**config.mk**
```make
export PLATFORM = sky130hd
export DESIGN_NAME = mem_loader
export DESIGN_NICKNAME = d
export VERILOG_FILES = /design/src/rtl/mem_loader.sv
export SDC_FILE = /design/constraint.sdc
export NUM_CORES = 1
export LEC_CHECK = 0
export CAP_MARGIN = 10
export CORE_AREA = 2 2 144 146
export CTS_CLUSTER_DIAMETER = 120
export DETAILED_ROUTE_END_ITERATION = 10
export DIE_AREA = 0 0 146 148
export PLACE_DENSITY = 0.76
export SLEW_MARGIN = 10
export SYNTH_ARGS = -nofsm -noshare
export SYNTH_HDL_FRONTEND = slang
export SYNTH_SLANG_ARGS = --single-unit
export TNS_END_PERCENT = 5
```
**constraint.sdc**
```tcl
create_clock -name clk -period 4.55 [get_ports clk]
set_clock_uncertainty 0.2 [all_clocks]
set_input_delay 0.455 -clock clk [delete_from_list [all_inputs] [get_ports clk]]
set_output_delay 0.455 -clock clk [all_outputs]
set_load 0.03 [all_outputs]
```
**src/rtl/mem_loader.sv**
```systemverilog
// rtl/mem_loader.sv - host command-stream loader/dumper/runner for CPU external memory ports
//
// Purpose: accepts 32-bit header/address/data words from a host, writes images
// into instruction or data memory, dumps data (optionally instruction) memory
// onto a response stream, and runs the CPU for N cycles via cpu_enable.
//
// Optional feature macro: MEM_LOADER_IMEM_DUMP_EN
//   defined   - header bit 29 selects the DUMP source (1 = instruction memory)
//   undefined - DUMP always reads data memory and ren_ext is tied to 0
//
// Ports:
//   clk, arst                  clock, asynchronous active-high reset
//   cmd_valid/cmd_ready/cmd_data   command stream in (header, address, data)
//   rsp_valid/rsp_ready/rsp_data   dump stream out
//   addr_ext, wdata_ext, wen_ext, ren_ext, rdata_ext           instruction memory
//   addr_ext_2, wdata_ext_2, wen_ext_2, ren_ext_2, rdata_ext_2 data memory
//   cpu_enable                 CPU enable during RUN
//   busy                       state is not IDLE
//   done                       one-cycle pulse when a command completes

module mem_loader #(
    parameter int unsigned ADDR_STEP = 4
) (
    input  logic        clk,
    input  logic        arst,
    input  logic        cmd_valid,
    output logic        cmd_ready,
    input  logic [31:0] cmd_data,
    output logic        rsp_valid,
    input  logic        rsp_ready,
    output logic [31:0] rsp_data,
    output logic [31:0] addr_ext,
    output logic [31:0] wdata_ext,
    output logic        wen_ext,
    output logic        ren_ext,
    input  logic [31:0] rdata_ext,
    output logic [31:0] addr_ext_2,
    output logic [31:0] wdata_ext_2,
    output logic        wen_ext_2,
    output logic        ren_ext_2,
    input  logic [31:0] rdata_ext_2,
    output logic        cpu_enable,
    output logic        busy,
    output logic        done
);

    localparam logic [31:0] STEP = 32'(ADDR_STEP);

    localparam logic [1:0] OP_LOAD_I = 2'b00;
    localparam logic [1:0] OP_LOAD_D = 2'b01;
    localparam logic [1:0] OP_DUMP   = 2'b10;
    localparam logic [1:0] OP_RUN    = 2'b11;

    typedef enum logic [2:0] {
        S_IDLE,
        S_ADDR,
        S_LOAD,
        S_DUMP_RD,
        S_DUMP_CAP,
        S_DUMP_SEND,
        S_RUN,
        S_FIN
    } state_t;

    state_t      state;
    state_t      next_state;

    logic [1:0]  op;
    logic [15:0] cnt;        // words or cycles still to go
    logic        sel_imem;   // current command targets instruction memory
    logic [31:0] ptr;        // next address to be used
    logic [31:0] addr_q;
    logic [31:0] wdata_q;
    logic        wen_q;
    logic [31:0] rsp_data_q;
    logic        rsp_valid_q;
    logic        rd_en;

    logic        accept;
    logic [1:0]  hdr_op;
    logic [15:0] hdr_n;
    logic        hdr_imem;

    assign accept = cmd_valid && cmd_ready;
    assign hdr_op = cmd_data[31:30];
    assign hdr_n  = cmd_data[15:0];

`ifdef MEM_LOADER_IMEM_DUMP_EN
    assign hdr_imem = (hdr_op == OP_LOAD_I) || ((hdr_op == OP_DUMP) && cmd_data[29]);
    logic [12:0] unused_hdr;
    assign unused_hdr = cmd_data[28:16];
`else
    assign hdr_imem = (hdr_op == OP_LOAD_I);
    logic [13:0] unused_hdr;
    assign unused_hdr = cmd_data[29:16];
`endif

    // State register
    always_ff @(posedge clk or posedge arst) begin
        if (arst) begin
            state <= S_IDLE;
        end else begin
            state <= next_state;
        end
    end

    // Next-state logic
    always_comb begin
        next_state = state;
        case (state)
            S_IDLE: begin
                if (accept) begin
                    if (hdr_op == OP_RUN) begin
                        next_state = (hdr_n == 16'd0) ? S_FIN : S_RUN;
                    end else begin
                        next_state = S_ADDR;
                    end
                end
            end
            S_ADDR: begin
                if (accept) begin
                    if (cnt == 16'd0) begin
                        next_state = S_FIN;
                    end else if (op == OP_DUMP) begin
                        next_state = S_DUMP_RD;
                    end else begin
                        next_state = S_LOAD;
                    end
                end
            end
            S_LOAD: begin
                if (accept && (cnt == 16'd1)) begin
                    next_state = S_FIN;
                end
            end
            S_DUMP_RD:  next_state = S_DUMP_CAP;
            S_DUMP_CAP: next_state = S_DUMP_SEND;
            S_DUMP_SEND: begin
                if (rsp_ready) begin
                    next_state = (cnt == 16'd1) ? S_FIN : S_DUMP_RD;
                end
            end
            S_RUN: begin
                if (cnt == 16'd1) begin
                    next_state = S_FIN;
                end
            end
            // The last write of a LOAD is still on the bus when FIN is
            // entered; linger one cycle so done never overlaps a write.
            S_FIN: begin
                if (!wen_q) begin
                    next_state = S_IDLE;
                end
            end
            default: next_state = S_IDLE;
        endcase
    end

    // State-decoded outputs
    always_comb begin
        cmd_ready  = 1'b0;
        cpu_enable = 1'b0;
        busy       = (state != S_IDLE);
        done       = 1'b0;
        rd_en      = 1'b0;
        case (state)
            S_IDLE, S_ADDR, S_LOAD: cmd_ready  = 1'b1;
            S_DUMP_RD:              rd_en      = 1'b1;
            S_RUN:                  cpu_enable = 1'b1;
            S_FIN:                  done       = !wen_q;
            default: ;
        endcase
    end

    // Datapath: counters, address pointer, write and response registers
    always_ff @(posedge clk or posedge arst) begin
        if (arst) begin
            op          <= OP_LOAD_I;
            cnt         <= 16'd0;
            sel_imem    <= 1'b0;
            ptr         <= 32'd0;
            addr_q      <= 32'd0;
            wdata_q     <= 32'd0;
            wen_q       <= 1'b0;
            rsp_data_q  <= 32'd0;
            rsp_valid_q <= 1'b0;
        end else begin
            wen_q <= 1'b0;
            case (state)
                S_IDLE: begin
                    if (accept) begin
                        op       <= hdr_op;
                        cnt      <= hdr_n;
                        sel_imem <= hdr_imem;
                    end
                end
                S_ADDR: begin
                    if (accept) begin
                        ptr    <= cmd_data;
                        addr_q <= cmd_data;
                    end
                end
                S_LOAD: begin
                    if (accept) begin
                        addr_q  <= ptr;
                        wdata_q <= cmd_data;
                        wen_q   <= 1'b1;
                        ptr     <= ptr + STEP;
                        cnt     <= cnt - 16'd1;
                    end
                end
                S_DUMP_RD: begin
                    ptr <= ptr + STEP;
                end
                S_DUMP_CAP: begin
                    rsp_data_q  <= sel_imem ? rdata_ext : rdata_ext_2;
                    rsp_valid_q <= 1'b1;
                end
                S_DUMP_SEND: begin
                    if (rsp_ready) begin
                        rsp_valid_q <= 1'b0;
                        cnt         <= cnt - 16'd1;
                        addr_q      <= ptr;
                    end
                end
                S_RUN: begin
                    cnt <= cnt - 16'd1;
                end
                default: ;
            endcase
        end
    end

    assign addr_ext    = addr_q;
    assign addr_ext_2  = addr_q;
    assign wdata_ext   = wdata_q;
    assign wdata_ext_2 = wdata_q;
    assign wen_ext     = wen_q && sel_imem;
    assign wen_ext_2   = wen_q && !sel_imem;
    assign ren_ext_2   = rd_en && !sel_imem;
`ifdef MEM_LOADER_IMEM_DUMP_EN
    assign ren_ext     = rd_en && sel_imem;
`else
    assign ren_ext     = 1'b0;
`endif
    assign rsp_valid   = rsp_valid_q;
    assign rsp_data    = rsp_data_q;

endmodule

```
==> flow_summary.json <==
{
  "min_period_ns": 3.28,
  "hold_viol": 0,
  "syn-cell-area_um2": 8330,
  "comb_power_share_pct": 56.6,
  "syn_nets": 963,
  "hp-class": "flip-flop to flip-flop",
  "finalHoldWorstSlack_ns": 0.292,
  "maxSlewHeadroom_pct": 28.8,
  "layout-drive-gt1-share_pct": 9.28,
  "drtPass1Iterations": 5,
  "worstPathMaxFanout": 26,
  "syn_avg_cell_area_um2": 9.70,
  "finalCritPeriodShare_pct": 72.1,
  "worst_pin_slew_ns": 1.07,
  "r2r_cells": 5,
  "vias": 7174,
  "ys_warn_count": 0,
  "fin_setup_tns_ns": 0,
  "drv_slew": 0,
  "grt_overflow": 0,
  "initial_utilization_pct": 41.6,
  "critical_path_class": "flip-flop to output pin",
  "startpoint_type": "flip-flop",
  "synth_area_leaders": "dfrtp_1 46%, mux2i_1 7.8%, buf_4 5.9%",
  "drc": 0,
  "p_leak_nw": 4.57,
  "drtIter0Drc": 588,
  "synth_top_area_share_pct": 45.7,
  "slowest_delay_ns": 0.81,
  "pwr_density_cell_nw_per_um2": 854,
  "synth-seq-cells": 152,
  "end_kind": "output pin",
  "max_freq_mhz": 305,
  "cts_tree": "yes",
  "cts.clk_slew.worst_paths_ns": 0.06,
  "hold_path_depth": 1,
  "ys_top_cells_by_count": "152 x dfrtp_1, 70 x a21oi_1, 66 x buf_4",
  "antenna_found_initial": 0,
  "portBuffers": 267,
  "ys.flop_type": "dfrtp_1",
  "antenna_cells": 0,
  "status": "finished clean",
  "cts-root-buf": "clkbuf_16",
  "reg2reg_from": "state[0]$_DFFE_PP0P_",
  "rrSetupSlack_ns": 1.51,
  "intPower_mw": 5.20,
  "layout.nets": 1128,
  "fill_cells": 1780,
  "synth_edf_count": 0,
  "coreArea_um2": 20000,
  "clock_latency_ns": 0.42,
  "place_hpwl_um": 15900,
  "yosysUniqueCellTypes": 64,
  "p_sw_share_pct": 46.1,
  "grt_max_degree": 83,
  "cts_max_level": 4,
  "p_switching_mw": 4.45,
  "top_layer": "met4",
  "yosys.area.top_type": "dfrtp_1",
  "seqPwrFrac_pct": 28.8,
  "clk_path_buf_depth": 2,
  "hold-path-endpoint": "rsp_valid$_DFFE_PP0P_",
  "cp_slowest_cell": "dfrtp_1",
  "rsz0062_at_grt": "no",
  "routabilityCongestion": 0.865,
  "maxCapViolCount": 0,
  "reg2reg_to": "ptr[17]$_DFFE_PP0P_",
  "drt-wirelength-per-cell_um": 17.4,
  "met1_length_um": 9320,
  "post-synth-top-count-cell": "dfrtp_1",
  "die_area_um2": 21600,
  "seq_area_frac_synth_pct": 45.7,
  "grt_use_total_pct": 20.7,
  "drt-total-wl_um": 22700,
  "rows": 52,
  "met2_length_um": 11000,
  "post_cts_buffers": 0,
  "fp.dieW_um": 146,
  "setup_viol": 0,
  "syn_to_final_growth_pct": 35.8,
  "critPathArrivalTime_ns": 2.62,
  "ir_drop_uv": 406,
  "viasPerCell": 5.50,
  "grt_pass1_vias": 7030,
  "holdCritStartpoint": "rsp_valid$_DFFE_PP0P_",
  "crit_chain": "nand2b_1, nor2_1, clkdlybuf4s50_1",
  "wl_met3_um": 1900,
  "cts-hold-fix-buffers": 0,
  "async_reset_ff_share_pct": 100,
  "multiInputGateArea_um2": 3800,
  "die_h_um": 148,
  "seqCellArea_um2": 3800,
  "crit_required_ns": 3.89,
  "synth_cells": 859,
  "cts_made_buffers": 17,
  "p_clk_share_pct": 14.6,
  "io_pins": 269,
  "ant_nets": 0,
  "cts.sink_count": 152,
  "ctsResizeCount": 0,
  "grt_first_pass_wirelength_um": 36200
}
## layout make-up
class / count / share of cell area [%]
clock inverter: 8 / 1.11
sequential: 152 / 33.6
inverter: 8 / 0.299
tap: 270 / 2.99
multi-input combinational: 569 / 33.6
timing repair buffer: 276 / 24.3
clock buffer: 21 / 3.98
## flip-flops by register name, summed over array words and instances, names as in the netlist
signal and flops:
addr_ext 32, ptr 32, rsp_data 32, wdata_ext 32
cnt 16, state 3, op 2, rsp_valid 1
sel_imem 1, wen_q 1
## critical path: cells and delay by family (launching register included)
family,cells,cell delay [ns]
flops,1,0.81
buf+inv,1,0.73
simple gates,2,0.66
## layout by cell type, fill, tap and decap left out, types with 13 or more instances in the layout
cell	netlist	layout
a21oi_1	70	69
clkbuf_16	0	17
clkdlybuf4s50_1	0	267
dfrtp_1	152	151
mux2_2	37	37
mux2i_1	65	65
nand2_1	61	61
nand3_1	17	17
nand4_1	13	13
nor2_1	64	63
nor4_1	14	14
o21ai_0	60	60
## cells by family after synthesis
| logic type | share of synthesized area, % |
|---|---|
| muxes | 12.8 |
| AOI/OAI and AO/OA | 16.5 |
| and+or+nand+nor | 15.1 |
| buffers and inverters | 9.31 |
| other | 0.0450 |
| adders and majority gates | 0.601 |
| DFF | 45.7 |
## worst max-delay path by stage
stage                                    start                       end  slack, ns  cells past startpoint
after floorplan                           arst   addr_ext[0]$_DFFE_PP0P_       1.98                      1
after global placement               cmd_valid  addr_ext[22]$_DFFE_PP0P_       1.52                      5
after detailed placement             cmd_valid       ptr[17]$_DFFE_PP0P_       1.42                      6
after CTS                 state[2]$_DFFE_PP0P_                      done       1.27                      3
after global routing      state[1]$_DFFE_PP0P_                cpu_enable       1.04                      3
final                     state[1]$_DFFE_PP0P_                cpu_enable       1.27                      3
## per-stage QoR
stage,util [%],power [mW],instances,cell area [um2],setup WS [ns]
5_1_grt,56.4,10.3,1304,11300,1.04
6_report,56.4,9.66,1304,11300,1.27
4_1_cts,56.4,9.71,1304,11300,1.27
2_1_floorplan,-,6.53,859,8330,1.98
3_3_place_gp,53.6,8.14,1275,10700,1.52
3_5_place_dp,53.6,8.27,1275,10700,1.42
## per-layer routing
| layer | up-vias | global-route usage [%] |
|---|---|---|
| met3 | 39 | 6.27 |
| met5 | - | 0 |
| met2 | 333 | 34.3 |
| li1 | 3392 | - |
| met1 | 3410 | 25.9 |
| met4 | 0 | 6.70 |
## power groups by stage
stage                     registers [mW]  clock network (mW)  logic (mW)
after floorplan                     3.32                   0        3.21
after global placement              2.77                   0        5.37
after detailed placement            2.80                   0        5.47
final                               2.79                1.41        5.46
after CTS                           2.78                1.44        5.49
after global routing                2.91                1.50        5.85
Power figures use the tool's default switching activity.
